===== src/rtl/game_pkg.sv =====
// Shared types for the game-phase sequencer: overlay selector and FSM state encoding.
package game_pkg;

  typedef enum logic [1:0] {
    SCR_START = 2'd0,
    SCR_PLAY  = 2'd1,
    SCR_WIN   = 2'd2,
    SCR_LOSE  = 2'd3
  } screen_t;

  // State encoding is identical to screen_t so the overlay select is a straight copy.
  typedef enum logic [1:0] {
    StStart = 2'd0,
    StPlay  = 2'd1,
    StWin   = 2'd2,
    StLose  = 2'd3
  } state_t;

  function automatic screen_t state_to_screen(input state_t st);
    return screen_t'(st);
  endfunction

endpackage


===== src/rtl/key_edge_detect.sv =====
// N-bit rising-edge detector; output is a one-cycle pulse per low-to-high transition.
module key_edge_detect #(
  parameter int unsigned WIDTH = 3
) (
  input  logic             clk,
  input  logic             rst,
  input  logic [WIDTH-1:0] level,
  output logic [WIDTH-1:0] rise
);

  logic [WIDTH-1:0] hist_q;

  always_ff @(posedge clk or posedge rst) begin
    if (rst) begin
      hist_q <= '0;
    end else begin
      hist_q <= level;
    end
  end

  assign rise = level & ~hist_q;

endmodule


===== src/rtl/game_screen_ctrl.sv =====
// Game-phase sequencer: chooses the full-screen overlay, enables gameplay and
// issues the level-restart pulse.
module game_screen_ctrl
  import game_pkg::*;
#(
  parameter int unsigned KEY_LOCK_FRAMES    = 30,
  parameter int unsigned AUTO_RETURN_FRAMES = 600
) (
  input  logic    clk,
  input  logic    rst,
  input  logic    frame_tick,
  input  logic    key_enter,
  input  logic    key_space,
  input  logic    start_game,
  input  logic    win,
  input  logic    lose,
  output screen_t screen_sel,
  output logic    screen_active,
  output logic    game_run,
  output logic    game_reset
);

  localparam int unsigned CntW = $clog2(AUTO_RETURN_FRAMES + 1);

  state_t          state_q, state_d;
  logic [CntW-1:0] frame_cnt_q, frame_cnt_d;
  logic [2:0]      key_rise;
  logic            req, unlocked, timeout, restart;

  screen_t screen_sel_q, screen_sel_d;
  logic    screen_active_q, screen_active_d;
  logic    game_run_q, game_run_d;
  logic    game_reset_q;

  key_edge_detect #(
    .WIDTH (3)
  ) u_key_edge (
    .clk   (clk),
    .rst   (rst),
    .level ({start_game, key_space, key_enter}),
    .rise  (key_rise)
  );

  assign req      = |key_rise;
  assign unlocked = (KEY_LOCK_FRAMES == 0) || ({1'b0, frame_cnt_q} >= (CntW + 1)'(KEY_LOCK_FRAMES));
  assign timeout  = (frame_cnt_q == CntW'(AUTO_RETURN_FRAMES));

  // A key request beats the timeout because it is tested first in every branch.
  always_comb begin
    state_d = state_q;
    restart = 1'b0;
    case (state_q)
      StStart: begin
        if (req && unlocked) begin
          state_d = StPlay;
          restart = 1'b1;
        end
      end
      StPlay: begin
        if (lose) begin
          state_d = StLose;
        end else if (win) begin
          state_d = StWin;
        end
      end
      StWin: begin
        if ((req && unlocked) || timeout) begin
          state_d = StStart;
        end
      end
      StLose: begin
        if (req && unlocked) begin
          state_d = StPlay;
          restart = 1'b1;
        end else if (timeout) begin
          state_d = StStart;
        end
      end
      default: state_d = StStart;
    endcase
  end

  always_comb begin
    frame_cnt_d = frame_cnt_q;
    if (state_d != state_q) begin
      frame_cnt_d = '0;
    end else if (frame_tick && !timeout) begin
      frame_cnt_d = frame_cnt_q + 1'b1;
    end
  end

  // Outputs decode the next state so they update on the same edge as the state.
  always_comb begin
    screen_sel_d    = state_to_screen(state_d);
    screen_active_d = (state_d != StPlay);
    game_run_d      = (state_d == StPlay);
  end

  always_ff @(posedge clk or posedge rst) begin
    if (rst) begin
      state_q         <= StStart;
      frame_cnt_q     <= '0;
      screen_sel_q    <= SCR_START;
      screen_active_q <= 1'b1;
      game_run_q      <= 1'b0;
      game_reset_q    <= 1'b0;
    end else begin
      state_q         <= state_d;
      frame_cnt_q     <= frame_cnt_d;
      screen_sel_q    <= screen_sel_d;
      screen_active_q <= screen_active_d;
      game_run_q      <= game_run_d;
      game_reset_q    <= restart;
    end
  end

  assign screen_sel    = screen_sel_q;
  assign screen_active = screen_active_q;
  assign game_run      = game_run_q;
  assign game_reset    = game_reset_q;

endmodule

===== config.mk =====
export PLATFORM = sky130hd
export DESIGN_NAME = game_screen_ctrl
export DESIGN_NICKNAME = d
export VERILOG_FILES = /design/src/rtl/game_pkg.sv /design/src/rtl/key_edge_detect.sv /design/src/rtl/game_screen_ctrl.sv
export SDC_FILE = /design/constraint.sdc
export NUM_CORES = 1
export LEC_CHECK = 0
export CELL_PAD_IN_SITES_DETAIL_PLACEMENT = 1
export CELL_PAD_IN_SITES_GLOBAL_PLACEMENT = 1
export CORE_AREA = 5 5 52 54
export CTS_BUF_LIST = sky130_fd_sc_hd__clkbuf_4
export DETAILED_ROUTE_END_ITERATION = 6
export DIE_AREA = 0 0 57 59
export DONT_BUFFER_PORTS = 1
export GPL_ROUTABILITY_DRIVEN = 0
export PLACE_DENSITY = 0.8
export SLEW_MARGIN = 5
export SYNTH_ARGS = -nofsm -noshare
export SYNTH_HDL_FRONTEND = slang
export SYNTH_HIERARCHICAL = 1
export SYNTH_SLANG_ARGS = --single-unit

===== constraint.sdc =====
create_clock -name clk -period 4.49 [get_ports clk]
set_input_delay 0.898 -clock clk [delete_from_list [all_inputs] [get_ports clk]]
set_output_delay 0.898 -clock clk [all_outputs]
set_load 0.01 [all_outputs]

Word-level counts from Yosys, hierarchy flattened
Cells that the tools add are included.

Word-level logic and storage cells: 36. Output and inout port bits: 5. Input port bits: 8. Register bits: 18.

$add $sub $neg: 1. Bitwise gates (word level): 2. Mux-type cells: 11. Magnitude comparators: 1. Reduce and logical (&&, ||, !) cells: 8. Eq/ne operators: 7.

Operators by type and width (count): 10-bit 2-to-1 mux (2); 2-bit 2-to-1 mux (6); 10-bit by 1-bit adder with 10-bit output, second input constant (1); 10-bit == test, second input constant (1); 10-bit by 5-bit greater-or-equal comparator with 1-bit output, second input constant (1); 2-bit one-hot mux with 4 select lines (1); 2-bit by 1-bit == test with 1-bit output, second input constant (2); 2-bit == test, second input constant (2); 3-bit AND (1); 3-bit NOT (1); 3-bit OR reduction (1); 1-bit logical AND (2); 2-bit zero test (1); 1-bit 2-to-1 mux (2); 2-bit by 1-bit != test with 1-bit output, second input constant (1); 2-bit != test (1); 2-bit nonzero test (1); 2-bit OR reduction (1); 1-bit zero test (1); 1-bit logical OR (1).

Longest topological paths before layout
Gate-level depths: netlist of run 1.

Depth after elaboration: 9. Depth in mapped cells: 8. Mapped depth without buffers: 7.

Hierarchy
The synthesis of run 1 kept the hierarchy.

By module, submodules not included: game_screen_ctrl (area an instance 1007.2 µm², instances 1, cells each 103); key_edge_detect (area an instance 120.1 µm², instances 1, cells each 7).

Worst setup path after synthesis of run 1
Ideal clock, no wire load.

Kind: input to register. Start point: in start_game. End point: reg frame_cnt_q[0]. Slack: 2.192 ns. Stages on the path: 6. Library setup time: 0.146 ns. Buffers on the path: 0. Data arrival time: 2.151 ns. Cell sequence: nor2b_4 or3_4 nand4b_1 o32ai_1 a211oi_2 nor4_1.

Longest elaborated chain between the ends: 8.

RTL lines: start, declared (RTL line game_screen_ctrl.sv:14) `input logic start_game,`; 3-bit AND * (RTL line key_edge_detect.sv:21) `assign rise = level & ~hist_q;`; 3-bit OR reduction * (RTL line game_screen_ctrl.sv:44) `assign req = |key_rise;`; 1-bit logical AND * (RTL line game_screen_ctrl.sv:54, game_screen_ctrl.sv:67, game_screen_ctrl.sv:72); 1-bit logical OR (RTL line game_screen_ctrl.sv:67) `if ((req && unlocked) || timeout) begin`; 2-bit 2-to-1 mux (RTL line game_screen_ctrl.sv:67); 2-bit one-hot mux with 4 select lines * (RTL line game_screen_ctrl.sv:52) `case (state_q)`; 2-bit != test * (RTL line game_screen_ctrl.sv:85) `if (state_d != state_q) begin`; 10-bit 2-to-1 mux or 2-bit nonzero test (tied branches); end signal, assigned (RTL line game_screen_ctrl.sv:109) `frame_cnt_q <= frame_cnt_d;`; end, declared (RTL line game_screen_ctrl.sv:26) `logic [CntW-1:0] frame_cnt_q, frame_cnt_d;`.

Mark *: on every way between the ends. The rest lies on a longest branch, timed or not. A chain may end at the register's enable or synchronous reset.

==> results of run 1 <==
## critical path, stage by stage (launching register included)
cell and delay, ns:
dfrtp_1 0.53, inv_1 0.19, ha_1 0.31, a21oi_2 0.23
nand2_1 0.13, o32ai_1 0.46, o21a_1 0.44, nor4_1 0.12
## power breakdown
| part | switching, mW | internal (mW) |
|---|---|---|
| clock | 0.0496 | 0.0324 |
| sequential | 0.0465 | 0.194 |
| combinational | 0.155 | 0.0923 |
| total | 0.251 | 0.319 |
## flip-flops by register name, indices dropped and copies added, names as in the netlist
name	flops
u_key_edge/hist_q	3
game_reset	1
frame_cnt_q	10
screen_active	1
screen_sel	2
game_run	1
## layout by cell type, fill, tap and decap left out, types with 2 or more instances in the layout
master,n
nor2_1,9
nand4_1,5
dfrtp_1,17
a211oi_2,2
nor2b_4,3
o21ai_0,2
or3_4,3
nor4_1,10
nand3_1,2
xor2_1,5
nor3_1,4
nand2_1,7
inv_1,7
clkbuf_4,3
ha_1,7
nand3b_1,2
xnor2_1,3
nand4b_1,2
## logic make-up (layout without fill, tap and decap cells)
family | Yosys count | after routing
AND/OR/NAND/NOR | 52 | 52
AO/OA/AOI/OAI | 15 | 15
buffers and inverters | 9 | 11
multiplexers | 1 | 1
adder cells (fa/ha/maj) | 7 | 7
XOR/XNOR | 8 | 8
flip-flops | 18 | 18
## cell type report
type	instances	area (µm²)	area share (%)
inverters	7	26.3	2.24
multi-input cells	83	633	54.0
well taps	28	35.0	2.99
flip-flops and latches	18	452	38.5
clock inverters	1	3.75	0.320
clock buffers	3	22.5	1.92
## metrics by stage
step           hold slack, ns  area [µm²]  utilization (%)
4_1_cts                 0.330        1170             54.0
5_1_grt                 0.309        1170             54.0
6_report                0.343        1170             54.0
3_5_place_dp            0.604        1150             52.8
3_3_place_gp            0.604        1150             52.8
2_1_floorplan           0.568        1130                -
## worst min-delay path by stage
stage | slack (ns) | end | depth (start not counted) | start
4_1_cts | 0.33 | u_key_edge/hist_q[1] | 1 | rst
3_5_place_dp | 0.60 | frame_cnt_q[8] | 2 | frame_cnt_q[8]
2_1_floorplan | 0.57 | frame_cnt_q[8] | 2 | frame_cnt_q[8]
5_1_grt | 0.31 | u_key_edge/hist_q[1] | 1 | rst
6_report | 0.34 | u_key_edge/hist_q[0] | 1 | rst
3_3_place_gp | 0.60 | frame_cnt_q[8] | 2 | frame_cnt_q[8]
## metal layers
metal,track usage [%],up-vias,wire [µm]
li1,-,407,-
met4,5.63,0,0
met2,24.8,23,1150
met3,6.10,0,131
met5,0,-,0
met1,19.5,410,1120
==> flow_metrics.py, run 1 <==
metrics = {
    "outcome": {
        "status": "completed",
    },
    "synth": {
        "synth_area_um2": 1130,
        "muxShareOfSynthArea_pct": 0.888,
        "seq_area_frac_synth_pct": 40.1,
        "synth_cell_types": 37,
        "async_flop_share_pct": 100,
        "ys.warnings.count": 6,
        "syn_nets": 125,
        "synth-simple-area-share_pct": 29.2,
        "post_synth.cell_area_avg_um2": 10.2,
        "yosysMostFrequentCell": "dfrtp_1",
        "synthAdderAreaFrac_pct": 7.77,
        "yosys-top-cells-count": "17 x dfrtp_1, 10 x nor4_1, 9 x nor2_1",
        "synth_seq_cells": 18,
        "synth_area_leader_cell": "dfrtp_1",
        "synth-edff-count": 0,
        "synth-xor-area-share_pct": 6.22,
        "synthTopCellsByArea": "dfrtp_1 38%, ha_1 7.8%, nor4_1 5.5%, xor2_1 3.9%, nor2b_4 3.7%",
        "ys_dominant_reg_cell": "dfrtp_1",
        "synth_top_family_by_area": "simple AND/OR/NAND/NOR gates",
        "synthDominantCellAreaShare_pct": 37.7,
        "synth-compound-area-share_pct": 12.1,
        "postSynthCellCount": 110,
    },
    "place": {
        "hpwl_um": 1790,
        "pre_cts_ws_ns": 1.90,
        "placed_cells": 136,
        "io_buffer_count": 0,
    },
    "grt": {
        "grt-ovfl-total": 0,
        "grt_pass1_vias": 845,
        "grt_pass1_wl_um": 4000,
        "antenna_found_initial": 0,
        "grtUsageTotal_pct": 15.7,
        "grt_max_degree": 16,
    },
    "clock_network": {
        "root_buffer": "clkbuf_4",
        "clk_path_buf_depth": 2,
        "cts_tree": "built",
        "clkTransAtPathRegs_ns": 0.10,
        "cts_setup_buffers": 0,
        "worstSkewPairLatency_ns": 0.29,
        "cts_hold_buffers": 0,
        "cts_buffers": 3,
        "cts_resized": 0,
        "cts_sinks": 18,
        "htree_num_levels": 1,
    },
    "cells_and_area": {
        "drive_gt1_share_pct": 15.2,
        "nets": 128,
        "n_fill_cell": 260,
        "synthToLayoutAreaGrowth_pct": 4.00,
        "antenna_cells": 0,
        "finalNonFillerCells": 140,
    },
    "floorplan": {
        "dieArea_um2": 3360,
        "start_util_pct": 52.0,
        "ioPinCount": 13,
        "core-area_um2": 2170,
        "fp.dieW_um": 57,
        "die_y_um": 59,
        "rows": 17,
    },
    "timing": {
        "final_hold_viol_count": 0,
        "finalMaxSlewViolations": 0,
        "min_period_ns": 2.54,
        "final.setup_skew_ns": 0.00461,
        "setup_viol": 0,
        "fin_crit_sh_pct": 56.6,
        "finalWorstSetupSlack_ns": 1.95,
        "worst_slew_pin_slew_ns": 0.729,
        "finalSetupTns_ns": 0,
        "fmax_mhz": 393,
        "rsz0062_at_grt": "no",
        "slew-limit-headroom_pct": 51.3,
    },
    "setup_path": {
        "critPathKind": "reg2reg",
        "cp_max_fo": 10,
        "endpoint": "frame_cnt_q[4]",
        "required_ns": 4.64,
        "critPathArrivalTime_ns": 2.69,
        "crit_path_start_kind": "flop",
        "r2r_slack_ns": 1.95,
        "reg2reg_to": "frame_cnt_q[4]",
        "cp-startpoint": "screen_sel[1]",
        "worstSetupEndpointType": "flop",
        "reg2regPathDepth": 7,
        "worstReg2RegStart": "screen_sel[1]",
    },
    "routing": {
        "routedWlPerCell_um": 17.1,
        "via_count": 840,
        "dr.first_iter.drc_count": 11,
        "drt-total-wl_um": 2390,
        "drt_first_pass_iters": 6,
        "final_antenna_net_count": 0,
        "via_per_inst": 6.00,
        "drt_drc_violations_left": 0,
    },
    "flow_run": {
        "maxCapViolations": 0,
    },
    "power": {
        "power_density_nw_per_um2": 486,
        "irDropWorstVdd_mv": 0.289,
        "total_power_mw": 0.570,
        "p_leak_nw": 0.483,
    },
    "min_path": {
        "hp-class": "in2async",
    },
}
(Power assumes the default switching activity.)
==> run 2: changes to the inputs <==
--- a/config.mk
+++ b/config.mk
@@ -7,13 +7,13 @@
 export LEC_CHECK = 0
 export CELL_PAD_IN_SITES_DETAIL_PLACEMENT = 1
 export CELL_PAD_IN_SITES_GLOBAL_PLACEMENT = 1
-export CORE_AREA = 5 5 52 54
+export CORE_AREA = 5 5 54 56
 export CTS_BUF_LIST = sky130_fd_sc_hd__clkbuf_4
 export DETAILED_ROUTE_END_ITERATION = 6
-export DIE_AREA = 0 0 57 59
+export DIE_AREA = 0 0 59 61
 export DONT_BUFFER_PORTS = 1
 export GPL_ROUTABILITY_DRIVEN = 0
-export PLACE_DENSITY = 0.8
+export PLACE_DENSITY = 0.74
 export SLEW_MARGIN = 5
 export SYNTH_ARGS = -nofsm -noshare
 export SYNTH_HDL_FRONTEND = slang
==> constraint.sdc (replaced) <==
create_clock -name clk -period 2.5 [get_ports clk]
set_input_delay 0.5 -clock clk [delete_from_list [all_inputs] [get_ports clk]]
set_output_delay 0.5 -clock clk [all_outputs]
set_load 0.01 [all_outputs]
==> flow_metrics.py, run 2 (synthesis gave the netlist of run 1 again) <==
metrics = {
    "setup_path": {
        "required_ns": 2.64,
        "crit_path_start_kind": "flop",
        "cp_max_fo": 10,
        "critPathArrivalTime_ns": 2.41,
        "critPathKind": "reg2reg",
        "cp-startpoint": "screen_sel[0]",
        "reg2reg_to": "frame_cnt_q[0]",
        "r2r_slack_ns": 0.23,
        "reg2regPathDepth": 7,
        "endpoint": "frame_cnt_q[0]",
        "worstSetupEndpointType": "flop",
        "worstReg2RegStart": "screen_sel[0]",
    },
    "floorplan": {
        "core-area_um2": 2390,
        "die_y_um": 61,
        "fp.dieW_um": 59,
        "start_util_pct": 47.2,
        "dieArea_um2": 3600,
        "rows": 18,
        "ioPinCount": 13,
    },
    "cells_and_area": {
        "n_fill_cell": 290,
        "fin_util_pct": 50.3,
        "nets": 130,
        "stdcell_area_um2": 1200,
        "largest-register": "frame_cnt_q",
        "synthToLayoutAreaGrowth_pct": 6.44,
        "final_common_cell": "dfrtp_1",
        "mostFrequentLayoutCells": "17 x dfrtp_1, 10 x nor4_1, 9 x nor2_1",
        "antenna_cells": 0,
        "drive_gt1_share_pct": 16.7,
        "largest_reg_flops": 10,
    },
    "clock_network": {
        "root_buffer": "clkbuf_4",
        "cts_sinks": 18,
        "cts_setup_buffers": 0,
        "htree_num_levels": 1,
        "worstSkewPairLatency_ns": 0.29,
        "cts_tree": "built",
        "clkTransAtPathRegs_ns": 0.09,
        "cts_buffers": 3,
        "clk_path_buf_depth": 2,
    },
    "grt": {
        "grt_pass1_wl_um": 4610,
        "grt-ovfl-total": 0,
        "grt_max_degree": 16,
        "grt_pass1_vias": 949,
        "antenna_found_initial": 0,
        "grtUsageTotal_pct": 16.9,
    },
    "routing": {
        "drt_drc_violations_left": 0,
        "drt-total-wl_um": 2490,
        "dr.first_iter.drc_count": 28,
        "via_per_inst": 5.97,
        "via_count": 859,
        "drt_first_pass_iters": 4,
        "final_antenna_net_count": 0,
        "routedWlPerCell_um": 17.3,
    },
    "power": {
        "p_leak_nw": 0.495,
        "power_density_nw_per_um2": 872,
        "total_power_mw": 1.05,
        "irDropWorstVdd_mv": 0.570,
    },
    "timing": {
        "slew-limit-headroom_pct": 54.0,
        "setup_viol": 0,
        "finalSetupTns_ns": 0,
        "finalMaxSlewViolations": 0,
        "fmax_mhz": 441,
        "worst_slew_pin_slew_ns": 0.689,
        "rsz0062_at_grt": "no",
        "fin_crit_sh_pct": 90.7,
        "final_hold_viol_count": 0,
        "final.setup_skew_ns": 0.00253,
        "min_period_ns": 2.27,
    },
    "place": {
        "place_area_um2": 1160,
        "hpwl_um": 1990,
        "io_buffer_count": 0,
    },
    "flow_run": {
        "maxCapViolations": 0,
    },
    "outcome": {
        "status": "completed",
    },
    "min_path": {
        "hp-class": "in2async",
    },
}
run 2: worst min path at each step:
stage / cells past startpoint / startpoint / to
floorplan: 1 / rst / u_key_edge/hist_q[0]
global placement: 1 / rst / u_key_edge/hist_q[0]
detailed placement: 1 / rst / u_key_edge/hist_q[0]
CTS: 1 / rst / frame_cnt_q[5]
global route: 1 / rst / frame_cnt_q[5]
finish: 1 / rst / frame_cnt_q[5]
run 2: report_power, final:
group	switching [mW]	internal [mW]	leakage, nW	total (mW)
registers	0.0695	0.349	0.234	0.419
logic	0.303	0.182	0.245	0.485
clock network	0.0842	0.0581	0.0154	0.142
run 2: worst max-delay path, stage by stage (launching register included):
cell and delay, ns:
dfrtp_1 0.55, inv_1 0.14, ha_1 0.27, a21oi_2 0.17, nand2_1 0.13, o32ai_2 0.32
o21a_1 0.41, nor4_1 0.13
run 2: cell type report:
class                           instances  area, µm²  area share (%)
Clock buffer                            3       22.5            1.88
Sequential cell                        18        452            37.6
Timing Repair Buffer                    2       17.5            1.46
Clock inverter                          1       3.75           0.313
Multi-Input combinational cell         83        641            53.4
Inverter                                7       26.3            2.19
Tap cell                               30       37.5            3.13
run 2: metrics by stage:
stage / hold slack, ns / setup WS [ns] / instances
floorplan: 0.254 / 0.475 / 110
finish: 0.133 / 0.231 / 144
CTS: 0.150 / 0.0700 / 144
global placement: 0.260 / 0.301 / 139
detailed placement: 0.262 / 0.0931 / 139
global route: 0.163 / 0.0518 / 144
run 2: what timing repair did:
item / CTS / global route
hold endpoints to repair: 3 / 0
gates resized for setup: 0 / 1
hold buffers: 1 / 0
endpoints found under the setup margin: 0 / 10
run 2: routing by layer:
metal	global-route usage (%)	vias to the layer above	wire length, µm
met5	0	-	0
li1	-	408	-
met4	6.15	0	29
met2	27.0	13	1250
met1	23.2	434	1130
met3	2.55	4	80
